File: src/rtl/rmii_frame_rx.sv
// rmii_frame_rx: RMII receive front end. Samples CRS_DV/RXD, merges the
// end-of-frame CRS_DV toggling back into one carrier, locks on preamble + SFD
// and streams the frame body (MAC dst .. FCS) as a gap-free dibit stream.
// outclk stays high for the whole body and done marks the last dibit. An
// outclk drop before done is an abort.
module rmii_frame_rx #(
  parameter int PREAMBLE_MIN_DIBITS = 8,
  parameter int MAX_FRAME_DIBITS    = 6088
) (
  input  logic       clk,
  input  logic       rst,
  input  logic       crs_dv,
  input  logic [1:0] rxd,
  output logic       outclk,
  output logic [1:0] out,
  output logic       done,
  output logic       err,
  output logic       busy
);

  localparam int PW = $clog2(PREAMBLE_MIN_DIBITS + 1);
  localparam int DW = $clog2(MAX_FRAME_DIBITS + 1);

  localparam logic [PW-1:0] PCNT_ONE = PW'(1);
  localparam logic [PW-1:0] PCNT_MIN = PW'(PREAMBLE_MIN_DIBITS);
  localparam logic [DW-1:0] DCNT_ONE = DW'(1);
  localparam logic [DW-1:0] DCNT_MAX = DW'(MAX_FRAME_DIBITS);

  typedef enum logic [2:0] {
    ST_WAIT_IDLE = 3'd0,
    ST_IDLE      = 3'd1,
    ST_PREAMBLE  = 3'd2,
    ST_DATA      = 3'd3,
    ST_DISCARD   = 3'd4
  } state_t;

  state_t          state_r, state_nxt;
  logic [1:0]      a_d_r;
  logic            a_dv_r;
  logic            s_vld_s;
  logic [PW-1:0]   pcnt_r, pcnt_nxt;
  logic [DW-1:0]   dcnt_r, dcnt_nxt;
  logic [1:0]      pend_r, pend_nxt;
  logic            pend_vld_r, pend_vld_nxt;
  logic [1:0]      out_nxt;
  logic            outclk_nxt, done_nxt, err_nxt, busy_nxt;

  // A dibit is valid if CRS_DV was high with it or on the following cycle;
  // this bridges the single-cycle lows of end-of-frame CRS_DV toggling.
  assign s_vld_s = a_dv_r || crs_dv;

  // Input stage: one-cycle delay so the next CRS_DV can qualify this dibit.
  always_ff @(posedge clk) begin
    if (!rst) begin
      a_d_r  <= 2'b00;
      a_dv_r <= 1'b0;
    end else begin
      a_d_r  <= rxd;
      a_dv_r <= crs_dv;
    end
  end

  // State register; reset lands in WAIT_IDLE so we never lock mid-frame.
  always_ff @(posedge clk) begin
    if (!rst) begin
      state_r <= ST_WAIT_IDLE;
    end else begin
      state_r <= state_nxt;
    end
  end

  // Next-state logic.
  always_comb begin
    state_nxt = state_r;
    case (state_r)
      ST_WAIT_IDLE: begin
        if (!s_vld_s) state_nxt = ST_IDLE;
        else          state_nxt = ST_WAIT_IDLE;
      end
      ST_IDLE: begin
        if (s_vld_s && (a_d_r == 2'b01)) state_nxt = ST_PREAMBLE;
        else                             state_nxt = ST_IDLE;
      end
      ST_PREAMBLE: begin
        if (!s_vld_s)                                       state_nxt = ST_IDLE;
        else if (a_d_r == 2'b01)                            state_nxt = ST_PREAMBLE;
        else if ((a_d_r == 2'b11) && (pcnt_r >= PCNT_MIN)) state_nxt = ST_DATA;
        else                                                state_nxt = ST_DISCARD;
      end
      ST_DATA: begin
        if (!s_vld_s)                state_nxt = ST_IDLE;
        else if (dcnt_r == DCNT_MAX) state_nxt = ST_DISCARD;
        else                         state_nxt = ST_DATA;
      end
      ST_DISCARD: begin
        if (!s_vld_s) state_nxt = ST_IDLE;
        else          state_nxt = ST_DISCARD;
      end
      default: state_nxt = ST_WAIT_IDLE;
    endcase
  end

  // Output/datapath next values. One dibit is held back in pend so that the
  // last body dibit can be flagged with done once carrier end is seen.
  always_comb begin
    pcnt_nxt     = pcnt_r;
    dcnt_nxt     = dcnt_r;
    pend_nxt     = pend_r;
    pend_vld_nxt = pend_vld_r;
    out_nxt      = out;
    outclk_nxt   = 1'b0;
    done_nxt     = 1'b0;
    err_nxt      = 1'b0;
    busy_nxt     = busy;
    case (state_r)
      ST_IDLE: begin
        if (s_vld_s && (a_d_r == 2'b01)) pcnt_nxt = PCNT_ONE;
        else                             pcnt_nxt = pcnt_r;
      end
      ST_PREAMBLE: begin
        if (!s_vld_s) begin
          pcnt_nxt = pcnt_r;
        end else if (a_d_r == 2'b01) begin
          if (pcnt_r >= PCNT_MIN) pcnt_nxt = pcnt_r;
          else                    pcnt_nxt = pcnt_r + PCNT_ONE;
        end else if ((a_d_r == 2'b11) && (pcnt_r >= PCNT_MIN)) begin
          dcnt_nxt     = {DW{1'b0}};
          pend_vld_nxt = 1'b0;
          busy_nxt     = 1'b1;
        end else begin
          err_nxt = 1'b1;
        end
      end
      ST_DATA: begin
        if (s_vld_s) begin
          if (dcnt_r == DCNT_MAX) begin
            // Body too long: abort by letting outclk fall without done.
            err_nxt      = 1'b1;
            pend_vld_nxt = 1'b0;
            busy_nxt     = 1'b0;
          end else begin
            pend_nxt     = a_d_r;
            pend_vld_nxt = 1'b1;
            dcnt_nxt     = dcnt_r + DCNT_ONE;
            if (pend_vld_r) begin
              out_nxt    = pend_r;
              outclk_nxt = 1'b1;
            end else begin
              outclk_nxt = 1'b0;
            end
          end
        end else begin
          if (pend_vld_r) begin
            out_nxt    = pend_r;
            outclk_nxt = 1'b1;
            done_nxt   = 1'b1;
            err_nxt    = (dcnt_r[1:0] != 2'b00);
          end else begin
            err_nxt = 1'b1;
          end
          busy_nxt     = 1'b0;
          pend_vld_nxt = 1'b0;
        end
      end
      ST_WAIT_IDLE, ST_DISCARD: begin
        pend_vld_nxt = 1'b0;
      end
      default: begin
        busy_nxt = 1'b0;
      end
    endcase
  end

  // Datapath and output registers.
  always_ff @(posedge clk) begin
    if (!rst) begin
      pcnt_r     <= {PW{1'b0}};
      dcnt_r     <= {DW{1'b0}};
      pend_r     <= 2'b00;
      pend_vld_r <= 1'b0;
      out        <= 2'b00;
      outclk     <= 1'b0;
      done       <= 1'b0;
      err        <= 1'b0;
      busy       <= 1'b0;
    end else begin
      pcnt_r     <= pcnt_nxt;
      dcnt_r     <= dcnt_nxt;
      pend_r     <= pend_nxt;
      pend_vld_r <= pend_vld_nxt;
      out        <= out_nxt;
      outclk     <= outclk_nxt;
      done       <= done_nxt;
      err        <= err_nxt;
      busy       <= busy_nxt;
    end
  end

endmodule

File: config.mk
export PLATFORM = sky130hd
export DESIGN_NAME = rmii_frame_rx
export DESIGN_NICKNAME = d
export VERILOG_FILES = /design/src/rtl/rmii_frame_rx.sv
export SDC_FILE = /design/constraint.sdc
export NUM_CORES = 1
export LEC_CHECK = 0
export ABC_AREA = 1
export BUFFER_PORTS_ARGS = -buffer_cell sky130_fd_sc_hd__buf_2
export CELL_PAD_IN_SITES_DETAIL_PLACEMENT = 1
export CELL_PAD_IN_SITES_GLOBAL_PLACEMENT = 1
export CORE_MARGIN = 3
export CORE_UTILIZATION = 46
export DETAILED_ROUTE_END_ITERATION = 8
export PLACE_DENSITY_LB_ADDON = 0.12
export SYNTH_ARGS = -nofsm -noshare
export SYNTH_HDL_FRONTEND = slang
export SYNTH_SLANG_ARGS = --single-unit
export TNS_END_PERCENT = 1
File: constraint.sdc
create_clock -name clk -period 3.6 [get_ports clk]
set_input_delay 0.54 -clock clk [delete_from_list [all_inputs] [get_ports clk]]
set_output_delay 0.54 -clock clk [all_outputs]
set_load 0.005 [all_outputs]
==> results of run 1 <==
-- how the worst min path moves through the flow --
stage                     end  cells after the start  slack [ns]       from
finish               a_d_r[0]                      3        0.44     rxd[0]
floorplan           pend_r[1]                      2        0.42  pend_r[1]
detailed placement  pcnt_r[2]                      2        0.46  pcnt_r[2]
global route         a_d_r[0]                      3        0.45     rxd[0]
CTS                  a_d_r[0]                      3        0.44     rxd[0]
global placement    pend_r[1]                      2        0.45  pend_r[1]
-- flip-flops by register name (all words and copies together) (netlist names) --
name	count
state_r	3
pend_r	2
a_dv_r	1
done	1
err	1
dcnt_r	13
a_d_r	2
pcnt_r	4
pend_vld_r	1
busy	1
out	2
outclk	1
-- final cells by class --
class                           count  share of cell area
Timing Repair Buffer               10              0.0257
Sequential cell                    32               0.329
Inverter                           43              0.0829
Clock buffer                        5              0.0353
Clock inverter                      3              0.0219
Tap cell                           46              0.0296
Multi-Input combinational cell    189               0.476
-- power breakdown --
part	internal, W	leakage [nW]	switching (W)
Combinational	0.00000953	0.459	0.0000223
Clock	0.000205	0.0541	0.000141
Sequential	0.000357	0.259	0.00000351
-- per-stage QoR --
stage	instance area (µm²)	util	setup slack, ns	hold slack (ns)	total power (W)
3_5_place_dp	1840	0.521	1.56	0.456	0.000400
4_1_cts	1950	0.553	1.59	0.442	0.000740
2_1_floorplan	1760	-	2.07	0.425	0.000390
3_3_place_gp	1840	0.521	1.66	0.449	0.000399
6_report	1950	0.553	1.55	0.445	0.000739
5_1_grt	1950	0.553	1.31	0.452	0.000760
-- placed cells by master, fill, tap and decap left out, types with 2 or more instances in the layout --
cell type,n
sky130_fd_sc_hd__nand2_2,6
sky130_fd_sc_hd__buf_2,10
sky130_fd_sc_hd__o21ai_2,2
sky130_fd_sc_hd__inv_2,2
sky130_fd_sc_hd__a21oi_1,22
sky130_fd_sc_hd__nor2_1,33
sky130_fd_sc_hd__nand4_1,10
sky130_fd_sc_hd__nand3_1,29
sky130_fd_sc_hd__clkbuf_8,5
sky130_fd_sc_hd__a31oi_1,2
sky130_fd_sc_hd__ha_1,4
sky130_fd_sc_hd__inv_1,41
sky130_fd_sc_hd__nand2_1,63
sky130_fd_sc_hd__nor2_2,2
sky130_fd_sc_hd__o21ai_0,9
sky130_fd_sc_hd__dfxtp_1,32
-- worst register-to-register path, stage by stage (launching register included) --
cell and delay (ns):
sky130_fd_sc_hd__dfxtp_1 0.34, sky130_fd_sc_hd__inv_1 0.09, sky130_fd_sc_hd__ha_1 0.17, sky130_fd_sc_hd__nand2_1 0.06, sky130_fd_sc_hd__nor2_1 0.21, sky130_fd_sc_hd__nand4_2 0.43, sky130_fd_sc_hd__nand2_2 0.41, sky130_fd_sc_hd__nand2_1 0.11
sky130_fd_sc_hd__o21ai_2 0.07, sky130_fd_sc_hd__nor2_1 0.05
-- routing by layer --
layer | vias up | global-route usage | share of wire
li1 | 883 | - | -
met1 | 789 | 0.326 | 0.51
met2 | 22 | 0.384 | 0.46
met3 | 4 | 0.0443 | 0.026
met4 | 0 | 0.0447 | 0.0065
met5 | - | 0 | 0
-- logic make-up (layout without fill, tap and decap cells) --
kind of cell / count (synthesis) / after routing / synth area share
AND/OR/NAND/NOR: 148 / 148 / 0.382
adder cells (fa/ha/maj): 4 / 4 / 0.0284
flip-flops: 32 / 32 / 0.363
XOR/XNOR: 1 / 1 / 0.00497
AO/OA/AOI/OAI: 36 / 36 / 0.110
buffers and inverters: 48 / 61 / 0.111
==> metrics.log, run 1 <==
INFO  metric timing.hold.worst.class = input port to flip-flop
INFO  metric critPathRequiredTime = 3.78 ns
INFO  metric area.growth.synth_to_final = 10.4%
INFO  metric synth-seq-area-share = 0.363
INFO  metric post-route-drc-count = 0
INFO  metric cts.hold.buffers_added = 0
INFO  metric via_per_inst = 5.18
INFO  metric total_leakage_power = approximately 0.77 nW
INFO  metric initial_utilization = 0.501
INFO  metric clock_skew = approximately 0.0086 ns
INFO  metric drt_pre_antenna_iters = 4
INFO  metric finish.cell_count_without_fillers = 328
INFO  metric endpoint_kind = flip-flop
INFO  metric ioPinCount = 11
INFO  metric total_via_count_after_detailed_routing = 1698
INFO  metric yosysTopAreaCell = sky130_fd_sc_hd__dfxtp_1
INFO  metric floorplan.die.width = 67.9 µm
INFO  metric synth_cells = roughly 270
INFO  metric clkLatencyLatePin = 0.28 ns
INFO  metric routed_wire_length = 4780 µm
INFO  metric clock.fmax = just under 500 MHz
INFO  metric post-cts-setup-buffers = 0
INFO  metric clock-root-buffer = sky130_fd_sc_hd__clkbuf_8
INFO  metric worst-r2r-cell-count = 9
INFO  metric nFillCells = just under 500
INFO  metric critical_path_cell_count = 9
INFO  metric fp.dieH = ~68 µm
INFO  metric drt-initial-drc-count = 81
INFO  metric worst_pin_slew = 0.566 ns
INFO  metric grt_setup_unrepaired = no
INFO  metric globalRouteOverflowTotal = 0
INFO  metric crit_family = simple AND/OR/NAND/NOR gates
INFO  metric multi_input_area = roughly 930 µm²
INFO  metric post_cts_resize_count = 0
INFO  metric clock_pin_slew_of_the_registers_on_the_worst_case_setup_and_hold_paths = around 0.07 ns
INFO  metric worst_vdd_drop = around 0.0005 V
INFO  metric yosys.cell_types.count = 24
INFO  metric synthesis.nets = about 280
INFO  metric report.final.hold_viol_count = 0
INFO  metric number_of_global_route_vias_before_repair = ~1700
INFO  metric die_area = 4610 µm²
INFO  metric timing.final.setup_violations = 0
INFO  metric grt_util_all_layers = 0.236
INFO  metric cp-endpoint = dcnt_r[1]
INFO  metric worstPathCellList = inv_1 -> ha_1 -> nand2_1 -> nor2_1 -> nand4_2 -> nand2_2 -> nand2_1 -> o21ai_2 -> nor2_1
INFO  metric worst-r2r-setup-slack = 1.55 ns
INFO  metric avgSynthCellArea = roughly 6.6 µm²
INFO  metric critical-path-slowest-cell = sky130_fd_sc_hd__nand4_2
INFO  metric cts_buffer_depth = 2
INFO  metric wl_per_instance = around 15 µm
INFO  metric yosys_register_bits = 32
INFO  metric finalNetCount = 290
INFO  metric critPathArrivalTime = about 2.2 ns
INFO  metric finalWeightedCongestion = 0.825
INFO  metric antenna_cells_inserted = 0
INFO  metric route.antenna.remaining_nets = 0
INFO  metric grt_first_pass_wirelength = 8110 µm
INFO  metric post-route-period-util = 0.568
INFO  metric path_max_fanout = 17
INFO  metric critPathMaxStageDelay = 0.43 ns
INFO  metric clock_tree_sinks = 32
INFO  metric seq_area = 641 µm²
INFO  metric numCtsBuffers = 5
INFO  metric tritoncts = done
INFO  metric r2r-start = dcnt_r[0]
INFO  metric report.final.slew_viol_count = 0
INFO  metric ys_async_sr_fraction = 0
INFO  metric core = around 3500 µm²
INFO  metric rows = 21
INFO  metric placed_cells = 320
INFO  metric netlist.area_leader.share = 0.363
INFO  metric antenna_found_initial = 0
INFO  metric hpwlAfterDp = approximately 3500 µm
INFO  metric regToRegEndpoint = dcnt_r[1]
INFO  metric cellPowerDensity = 379 nW/µm²
INFO  metric slew_headroom = 0.622
INFO  metric setup.worst_path.start = dcnt_r[0]
INFO  metric post_synth_most_frequent_cells = 63 x sky130_fd_sc_hd__nand2_1, 41 x sky130_fd_sc_hd__inv_1, 33 x sky130_fd_sc_hd__nor2_1
INFO  metric layout-drive-gt1-share = 0.124
INFO  metric synth.top_cells.by_area = sky130_fd_sc_hd__dfxtp_1 36%, sky130_fd_sc_hd__nand2_1 13%, sky130_fd_sc_hd__inv_1 8.7%, sky130_fd_sc_hd__nand3_1 8.2%, sky130_fd_sc_hd__nor2_1 7.0%
INFO  metric max-cap-violations = 0
INFO  metric status = finished clean
INFO  metric largest_net_degree_at_the_start_of_global_routing = 18
INFO  metric synth_top_flop_cell = sky130_fd_sc_hd__dfxtp_1
INFO  metric synth_warnings = 0
INFO  metric final.min_clock_period = 2.05 ns
INFO  metric timing.setup.critical_path_class = flip-flop to flip-flop
INFO  metric edff_count_synth = 0
INFO  metric setup_total_negative_slack = 0 ns
INFO  metric crit_path_start_kind = flip-flop
INFO  metric htreeDepth = 2
INFO  metric synthMostInstantiatedCell = sky130_fd_sc_hd__nand2_1
INFO  metric critical_path_buf_inv_count = 1
INFO  metric synth.cell_area = 1760 µm²
INFO  metric port_buffers = 10
Power figures use the tool's default switching activity.
==> inputs of run 2 (changes only) <==
--- a/config.mk
+++ b/config.mk
@@ -10,7 +10,7 @@
 export CELL_PAD_IN_SITES_DETAIL_PLACEMENT = 1
 export CELL_PAD_IN_SITES_GLOBAL_PLACEMENT = 1
 export CORE_MARGIN = 3
-export CORE_UTILIZATION = 46
+export CORE_UTILIZATION = 42
 export DETAILED_ROUTE_END_ITERATION = 8
 export PLACE_DENSITY_LB_ADDON = 0.12
 export SYNTH_ARGS = -nofsm -noshare
==> constraint.sdc (replaced) <==
create_clock -name clk -period 1.9 [get_ports clk]
set_input_delay 0.285 -clock clk [delete_from_list [all_inputs] [get_ports clk]]
set_output_delay 0.285 -clock clk [all_outputs]
set_load 0.005 [all_outputs]
==> run 2 against run 1 <==
Net effect: die area grew 8.7%; wire length decreased by 4.8%; utilization fell by 3.7 points; global-route usage decreased by 3.5 points; worst setup slack got worse by 1.3 ns; first-iteration DRC count decreased by 11%; critical path depth is 1 higher; flip-flop and latch count unchanged; design area grew 2.1%; final cell count rose by 2.1%; total power grew 91%; worst hold slack worse by 0.27 ns; critical path type unchanged; largest power group unchanged.
==> metrics.log, run 2 (synthesis results as in run 1) <==
INFO  metric status = finished clean
INFO  metric seq_area = 641 µm² (unchanged)
INFO  metric placed_cells = 327 (+2.2%)
INFO  metric drt_pre_antenna_iters = 4 (unchanged)
INFO  metric timing.final.setup_violations = 0 (unchanged)
INFO  metric registers.top_by_ff_count = dcnt_r
INFO  metric finalWeightedCongestion = 0.833 (+1.1%)
INFO  metric floorplan.die.width = 70.8 µm (+4.2%)
INFO  metric report.final.slew_viol_count = 0 (unchanged)
INFO  metric clock.fmax = 592 MHz (+21%)
INFO  metric htreeDepth = 2 (unchanged)
INFO  metric rows = 22 (+4.8%)
INFO  metric clock_pin_slew_of_the_registers_on_the_worst_case_setup_and_hold_paths = 0.07 ns (about the same)
INFO  metric tritoncts = done
INFO  metric clkLatencyLatePin = 0.29 ns (about the same)
INFO  metric utilization = 0.516 (-0.0374)
INFO  metric crit_path_start_kind = flip-flop
INFO  metric report.power.total = 0.00141 W (+91%)
INFO  metric clock_skew = 0.00419 ns (-0.00441 ns)
INFO  metric die_area = 5010 µm² (+8.7%)
INFO  metric clock_tree_sinks = 32 (unchanged)
INFO  metric wl_per_instance = 13.6 µm (-6.8%)
INFO  metric final.min_clock_period = 1.69 ns (-0.358 ns)
INFO  metric top_regs = dcnt_r (13), pcnt_r (4), state_r (3)
INFO  metric cts_buffer_depth = 2 (unchanged)
INFO  metric initial_utilization = 0.457 (-0.0432)
INFO  metric finish.cell_count_without_fillers = 335 (+2.1%)
INFO  metric port_buffers = 10 (unchanged)
INFO  metric max-cap-violations = 0 (unchanged)
INFO  metric number_of_global_route_vias_before_repair = 1727 (+1.5%)
INFO  metric report.final.hold_viol_count = 0 (unchanged)
INFO  metric grt_first_pass_wirelength = 8070 µm (-0.59%)
INFO  metric timing.hold.worst.class = input port to flip-flop
INFO  metric clock-root-buffer = sky130_fd_sc_hd__clkbuf_8
INFO  metric whs = 0.176 ns (-0.269 ns)
INFO  metric setup_total_negative_slack = 0 ns (unchanged)
INFO  metric grt_setup_unrepaired = no
INFO  metric multi_input_area = 926 µm² (unchanged)
INFO  metric cts.hold.buffers_added = 0 (unchanged)
INFO  metric path_max_fanout = 8 (-9)
INFO  metric area.growth.synth_to_final = 12.7%
INFO  metric post-route-drc-count = 0 (unchanged)
INFO  metric critPathRequiredTime = 2.13 ns (-1.65 ns)
INFO  metric antenna_cells_inserted = 0 (unchanged)
INFO  metric globalRouteOverflowTotal = 0 (unchanged)
INFO  metric largest_net_degree_at_the_start_of_global_routing = 17 (-1)
INFO  metric largest_register_ff_count = 13 (unchanged)
INFO  metric nFillCells = 555 (+12%)
INFO  metric fp.dieH = 70.8 µm (+4.2%)
INFO  metric slew_headroom = 0.607 (-0.0149)
INFO  metric mostFrequentLayoutCell = sky130_fd_sc_hd__nand2_1
INFO  metric core = 3850 µm² (+9.5%)
INFO  metric drt-initial-drc-count = 72 (-11%)
INFO  metric ioPinCount = 11 (unchanged)
INFO  metric worst_vdd_drop = 0.000341 V (-32%)
INFO  metric via_per_inst = 5.15 (-0.59%)
INFO  metric endpoint_kind = flip-flop
INFO  metric post-route-period-util = 0.888 (+0.320)
INFO  metric route.antenna.remaining_nets = 0 (unchanged)
INFO  metric layout.cells.most_common_list = 63 x sky130_fd_sc_hd__nand2_1, 41 x sky130_fd_sc_hd__inv_1, 33 x sky130_fd_sc_hd__nor2_1
INFO  metric total_leakage_power = 0.796 nW (+3.1%)
INFO  metric finalNetCount = 295 (+1.7%)
INFO  metric grt_util_all_layers = 0.200 (-0.0353)
INFO  metric total_via_count_after_detailed_routing = 1724 (+1.5%)
INFO  metric antenna_found_initial = 0 (unchanged)
INFO  metric worst_pin_slew = 0.588 ns (+0.0223 ns)
INFO  metric routed_wire_length = 4550 µm (-4.8%)
INFO  metric cellPowerDensity = 709 nW/µm² (+87%)
INFO  metric layout-drive-gt1-share = 0.139 (+0.0153)
INFO  metric post_cts_resize_count = 0 (unchanged)
INFO  metric timing.setup.critical_path_class = flip-flop to flip-flop
INFO  metric post-cts-setup-buffers = 0 (unchanged)
INFO  metric numCtsBuffers = 5 (unchanged)
INFO  metric hpwlAfterDp = 3460 µm (-0.57%)
INFO  metric critPathArrivalTime = 1.92 ns (-0.30 ns)
-- run 2: layout make-up --
cell class / instances / area share
Tap cell: 48 / 0.0302
Timing Repair Buffer: 15 / 0.0441
Sequential cell: 32 / 0.322
Multi-Input combinational cell: 189 / 0.466
Clock buffer: 5 / 0.0346
Clock inverter: 3 / 0.0214
Inverter: 43 / 0.0812
-- run 2: per-stage QoR --
stage	instance area (µm²)	setup slack, ns
after floorplan	1760	0.449
after global placement	1880	0.296
after detailed placement	1880	0.216
after CTS	1990	0.196
after global routing	1990	0.0175
final	1990	0.212
-- run 2: final timing paths --
| kind | startpoint | end | slack [ns] | cells after the start |
|---|---|---|---|---|
| setup reg to reg | dcnt_r[0] | busy | 0.21 | 10 |
| setup / recovery | dcnt_r[0] | busy | 0.21 | 10 |
| hold reg to reg | out[1] | out[1] | 0.46 | 2 |
| hold / removal | rxd[1] | a_d_r[1] | 0.18 | 3 |
-- run 2: critical path: stages, from the launching register on --
cell	delay (ns)
sky130_fd_sc_hd__dfxtp_1	0.34
sky130_fd_sc_hd__inv_1	0.10
sky130_fd_sc_hd__ha_1	0.17
sky130_fd_sc_hd__nand2_1	0.06
sky130_fd_sc_hd__nor2_1	0.22
sky130_fd_sc_hd__nand3_1	0.15
sky130_fd_sc_hd__nand3_1	0.28
sky130_fd_sc_hd__nand3_1	0.12
sky130_fd_sc_hd__nand2_1	0.08
sky130_fd_sc_hd__inv_1	0.04
sky130_fd_sc_hd__nor2_1	0.07
-- run 2: routing by layer --
metal  track usage  part of all wire  vias to the layer above
met1         0.285              0.50                      810
met5             0                 0                        -
met2         0.308              0.45                       18
met4        0.0438            0.0090                        0
met3        0.0483             0.036                        5
li1              -                 -                      891
-- run 2: where the power goes --
| part | total [W] | switching, W | internal [W] | leakage [nW] |
|---|---|---|---|---|
| registers | 0.000684 | 0.00000638 | 0.000677 | 0.259 |
| logic | 0.0000614 | 0.0000418 | 0.0000195 | 0.483 |
| clock network | 0.000664 | 0.000276 | 0.000388 | 0.0541 |
| total | 0.00141 | 0.000324 | 0.00108 | 0.796 |
==> inputs of run 3 (changes only) <==
--- a/config.mk
+++ b/config.mk
@@ -5,12 +5,11 @@
 export SDC_FILE = /design/constraint.sdc
 export NUM_CORES = 1
 export LEC_CHECK = 0
-export ABC_AREA = 1
 export BUFFER_PORTS_ARGS = -buffer_cell sky130_fd_sc_hd__buf_2
 export CELL_PAD_IN_SITES_DETAIL_PLACEMENT = 1
 export CELL_PAD_IN_SITES_GLOBAL_PLACEMENT = 1
 export CORE_MARGIN = 3
-export CORE_UTILIZATION = 42
+export CORE_UTILIZATION = 45
 export DETAILED_ROUTE_END_ITERATION = 8
 export PLACE_DENSITY_LB_ADDON = 0.12
 export SYNTH_ARGS = -nofsm -noshare
==> run 3 against run 2 <==
Net effect: via count up 3.7%; flip-flop and latch count unchanged; largest power group unchanged; critical path type unchanged; register-to-register slack worse by 0.14 ns; first-iteration DRC count up 140%; critical path depth down 6; sequential power about the same; worst setup slack worse by 0.14 ns; count of clock-buffer cells in the layout up 1.
==> metrics.log, run 3 <==
INFO  metric largest_net_degree_at_the_start_of_global_routing = 26 (+9)
INFO  metric critPathMaxStageDelay = 0.50 ns (+0.16 ns)
INFO  metric worstPathCellList = nand4_1 -> nor3_1 -> a21oi_1 -> mux2i_1
INFO  metric number_of_global_route_vias_before_repair = 1769 (+2.4%)
INFO  metric timing.final.ws_setup = 0.0676 ns (-0.145 ns)
INFO  metric grt_util_all_layers = 0.258 (+0.0580)
INFO  metric mostFrequentLayoutCell = sky130_fd_sc_hd__dfxtp_1
INFO  metric clkPwrFrac = 0.411 (-0.060)
INFO  metric drt_pre_antenna_iters = 4 (unchanged)
INFO  metric tritoncts = done
INFO  metric hpwlAfterDp = 3860 µm (+12%)
INFO  metric critPathRequiredTime = 2.07 ns (-0.06 ns)
INFO  metric switching_share = 0.248 (+0.0182)
INFO  metric top_regs = dcnt_r (13), pcnt_r (4), state_r (3)
INFO  metric cts_buffer_depth = 2 (unchanged)
INFO  metric synth_top_flop_cell = sky130_fd_sc_hd__dfxtp_1
INFO  metric finalNetCount = 237 (-20%)
INFO  metric synthMostInstantiatedCell = sky130_fd_sc_hd__dfxtp_1
INFO  metric ys_async_sr_fraction = 0 (unchanged)
INFO  metric post-cts-setup-buffers = 0 (unchanged)
INFO  metric avgSynthCellArea = 8.26 µm² (+26%)
INFO  metric grt_first_pass_wirelength = 8760 µm (+8.6%)
INFO  metric post-route-drc-count = 0 (unchanged)
INFO  metric antenna_found_initial = 0 (unchanged)
INFO  metric post_synth_most_frequent_cells = 32 x sky130_fd_sc_hd__dfxtp_1, 17 x sky130_fd_sc_hd__nand2_1, 15 x sky130_fd_sc_hd__nand3_1, 15 x sky130_fd_sc_hd__o21ai_0, 12 x sky130_fd_sc_hd__clkbuf_1
INFO  metric clkLatencyLatePin = 0.29 ns (about the same)
INFO  metric antenna_cells_inserted = 0 (unchanged)
INFO  metric report.final.hold_viol_count = 0 (unchanged)
INFO  metric yosys_register_bits = 32 (unchanged)
INFO  metric endpoint_kind = flip-flop
INFO  metric wl_per_instance = 19.3 µm (+42%)
INFO  metric path_max_fanout = 7 (-1)
INFO  metric globalRouteOverflowTotal = 0 (unchanged)
INFO  metric timing.setup.critical_path_class = flip-flop to flip-flop
INFO  metric numCtsBuffers = 5 (unchanged)
INFO  metric power_frac_comb = 0.075 (+0.031)
INFO  metric drt-initial-drc-count = 172 (+140%)
INFO  metric hp-start = rxd[0]
INFO  metric total_switching_power = 0.000332 W (+2.3%)
INFO  metric post-route-period-util = 0.964 (+0.0761)
INFO  metric hold_path_end = a_d_r[0]
INFO  metric largest_register_ff_count = 13 (unchanged)
INFO  metric edff_count_synth = 0 (unchanged)
INFO  metric core = 3520 µm² (-8.6%)
INFO  metric clock_tree_sinks = 32 (unchanged)
INFO  metric die_area = 4640 µm² (-7.4%)
INFO  metric critical-path-slowest-cell = sky130_fd_sc_hd__nor3_1
INFO  metric grt_setup_unrepaired = yes
INFO  metric max-cap-violations = 0 (unchanged)
INFO  metric yosys.cell_types.count = 50 (+110%)
INFO  metric netlist.area_leader.share = 0.369 (+0.00576)
INFO  metric clock-root-buffer = sky130_fd_sc_hd__clkbuf_8
INFO  metric synthesis.nets = 219 (-21%)
INFO  metric initial_utilization = 0.493 (+0.0354)
INFO  metric port_buffers = 10 (unchanged)
INFO  metric synth.top_cells.by_area = sky130_fd_sc_hd__dfxtp_1 37%, sky130_fd_sc_hd__nand3_1 4.3%, sky130_fd_sc_hd__o21ai_0 4.3%, sky130_fd_sc_hd__nand2_1 3.7%, sky130_fd_sc_hd__a21oi_1 2.9%
INFO  metric whs_path_depth = 2 (-1)
INFO  metric synth-seq-area-share = 0.369 (+0.00576)
INFO  metric multi_input_area = 1040 µm² (+13%)
INFO  metric r2r-start = dcnt_r[7]
INFO  metric regToRegEndpoint = out[0]
INFO  metric timing.hold.worst.class = input port to flip-flop
INFO  metric synth.cell_area = 1740 µm² (-1.6%)
INFO  metric seq_power_share = 0.514 (+0.029)
INFO  metric fp.dieH = 68.1 µm (-3.8%)
INFO  metric whs = 0.200 ns (+0.0237 ns)
INFO  metric registers.top_by_ff_count = dcnt_r
INFO  metric status = finished clean
INFO  metric timing.final.setup_violations = 0 (unchanged)
INFO  metric seq_area = 642 µm² (+0.20%)
INFO  metric area.growth.synth_to_final = 17.2%
INFO  metric ioPinCount = 11 (unchanged)
INFO  metric report.final.slew_viol_count = 0 (unchanged)
INFO  metric worst_vdd_drop = 0.000463 V (+36%)
INFO  metric final.min_clock_period = 1.83 ns (+0.145 ns)
INFO  metric post-place-ws = 0.0481 ns (-0.168 ns)
INFO  metric rows = 21 (-4.5%)
INFO  metric synth_cells = 210 (-22%)
INFO  metric slew_headroom = 0.603 (-0.00406)
INFO  metric intPower = 0.00100 W (-7.4%)
INFO  metric worst_pin_slew = 0.593 ns (+0.00455 ns)
INFO  metric cellPowerDensity = 657 nW/µm² (-7.4%)
INFO  metric synth_warnings = 0 (unchanged)
INFO  metric clock_skew = 0.00341 ns (-0.000779 ns)
INFO  metric worst-r2r-cell-count = 4 (-6)
INFO  metric finalWeightedCongestion = 0.857 (+2.8%)
INFO  metric total_via_count_after_detailed_routing = 1787 (+3.7%)
INFO  metric route.antenna.remaining_nets = 0 (unchanged)
INFO  metric nFillCells = 429 (-23%)
INFO  metric utilization = 0.577 (+0.0619)
INFO  metric routed_wire_length = 5300 µm (+17%)
INFO  metric yosysTopAreaCell = sky130_fd_sc_hd__dfxtp_1
INFO  metric total_leakage_power = 0.711 nW (-11%)
INFO  metric crit_path_start_kind = flip-flop
INFO  metric layout.cells.most_common_list = 31 x sky130_fd_sc_hd__dfxtp_1, 17 x sky130_fd_sc_hd__nand2_1, 15 x sky130_fd_sc_hd__nand3_1, 15 x sky130_fd_sc_hd__o21ai_0, 14 x sky130_fd_sc_hd__buf_4
INFO  metric clock.fmax = 546 MHz (-7.9%)
INFO  metric critPathArrivalTime = 2.00 ns (+0.08 ns)
INFO  metric via_per_inst = 6.50 (+26%)
INFO  metric worst-r2r-setup-slack = 0.07 ns (-0.14 ns)
INFO  metric clock_pin_slew_of_the_registers_on_the_worst_case_setup_and_hold_paths = 0.07 ns (about the same)
INFO  metric layout-drive-gt1-share = 0.192 (+0.0528)
INFO  metric floorplan.die.width = 68.1 µm (-3.8%)
INFO  metric htreeDepth = 2 (unchanged)
## run 3: cell count changes in the layout (fill, tap and decap cells not counted), moves of 5 or more
cell	previous run	this run
sky130_fd_sc_hd__nand3_1	29	15
sky130_fd_sc_hd__nand4_1	10	4
sky130_fd_sc_hd__buf_4	5	14
sky130_fd_sc_hd__nor3_1	1	6
sky130_fd_sc_hd__and3_1	0	6
sky130_fd_sc_hd__a21oi_1	22	10
sky130_fd_sc_hd__nand2_1	63	17
sky130_fd_sc_hd__inv_1	41	11
sky130_fd_sc_hd__o21ai_0	9	15
sky130_fd_sc_hd__and2_1	0	5
sky130_fd_sc_hd__nand2_2	6	0
sky130_fd_sc_hd__nor2_1	33	11
## run 3: worst max path at each step
| stage | start | end | slack [ns] | cells past startpoint |
|---|---|---|---|---|
| after CTS | dcnt_r[0] | busy | 0.02 | 7 |
| after floorplan | pcnt_r[3] | pcnt_r[0] | 0.22 | 4 |
| after detailed placement | dcnt_r[0] | busy | 0.05 | 7 |
| after global placement | dcnt_r[0] | busy | 0.1 | 7 |
| final | dcnt_r[7] | out[0] | 0.07 | 4 |
| after global routing | dcnt_r[0] | busy | -0.01 | 7 |
## run 3: cell type report
cell class	instances	area share
clock inverters	2	0.00492
repair buffers	24	0.0763
flip-flops and latches	32	0.316
clock buffers	6	0.0406
well taps	46	0.0283
inverters	11	0.0203
multi-input cells	154	0.514
## run 3: what timing repair did
action | CTS | global route
endpoints found under the setup margin | 0 | 16
hold buffers | 0 | 0
resized for setup | 0 | 7
## run 3: layer usage
metal	part of all wire	wire length, µm	GRT usage	up-vias
met5	0	0	0	-
li1	-	-	-	829
met4	0.028	148	0.119	0
met3	0.063	333	0.0411	14
met1	0.44	2350	0.318	890
met2	0.47	2470	0.438	54
## run 3: stage by stage
stage / instances / total power [W] / setup TNS [ns] / area (µm²)
2_1_floorplan: 210 / 0.000756 / 0 / 1740
3_3_place_gp: 267 / 0.000792 / 0 / 1900
3_5_place_dp: 267 / 0.000797 / 0 / 1900
4_1_cts: 275 / 0.00134 / 0 / 1990
5_1_grt: 275 / 0.00140 / -0.0213 / 2030
6_report: 275 / 0.00134 / 0 / 2030
## run 3: power groups by stage
stage                     combinational, W  sequential, W  clock (W)
after global routing              0.000110       0.000687   0.000605
after global placement           0.0000918       0.000700          0
after detailed placement         0.0000960       0.000701          0
after CTS                        0.0000966       0.000686   0.000556
after floorplan                  0.0000604       0.000696          0
final                            0.0000999       0.000686   0.000549
## run 3: critical path: cells and delay by family, from the launching register on
kind	cells	cell delay (ns)
AOI/OAI and AO/OA	1	0.24
DFF	1	0.47
muxes	1	0.16
and+or+nand+nor	2	0.84
## run 3: logic make-up after synthesis
kind of cell | synth area share
and+or+nand+nor | 0.278
AOI/OAI and AO/OA | 0.249
DFF | 0.369
buffers and inverters | 0.0526
adders and majority gates | 0.0288
muxes | 0.0173
xor gates and xnor gates | 0.00505
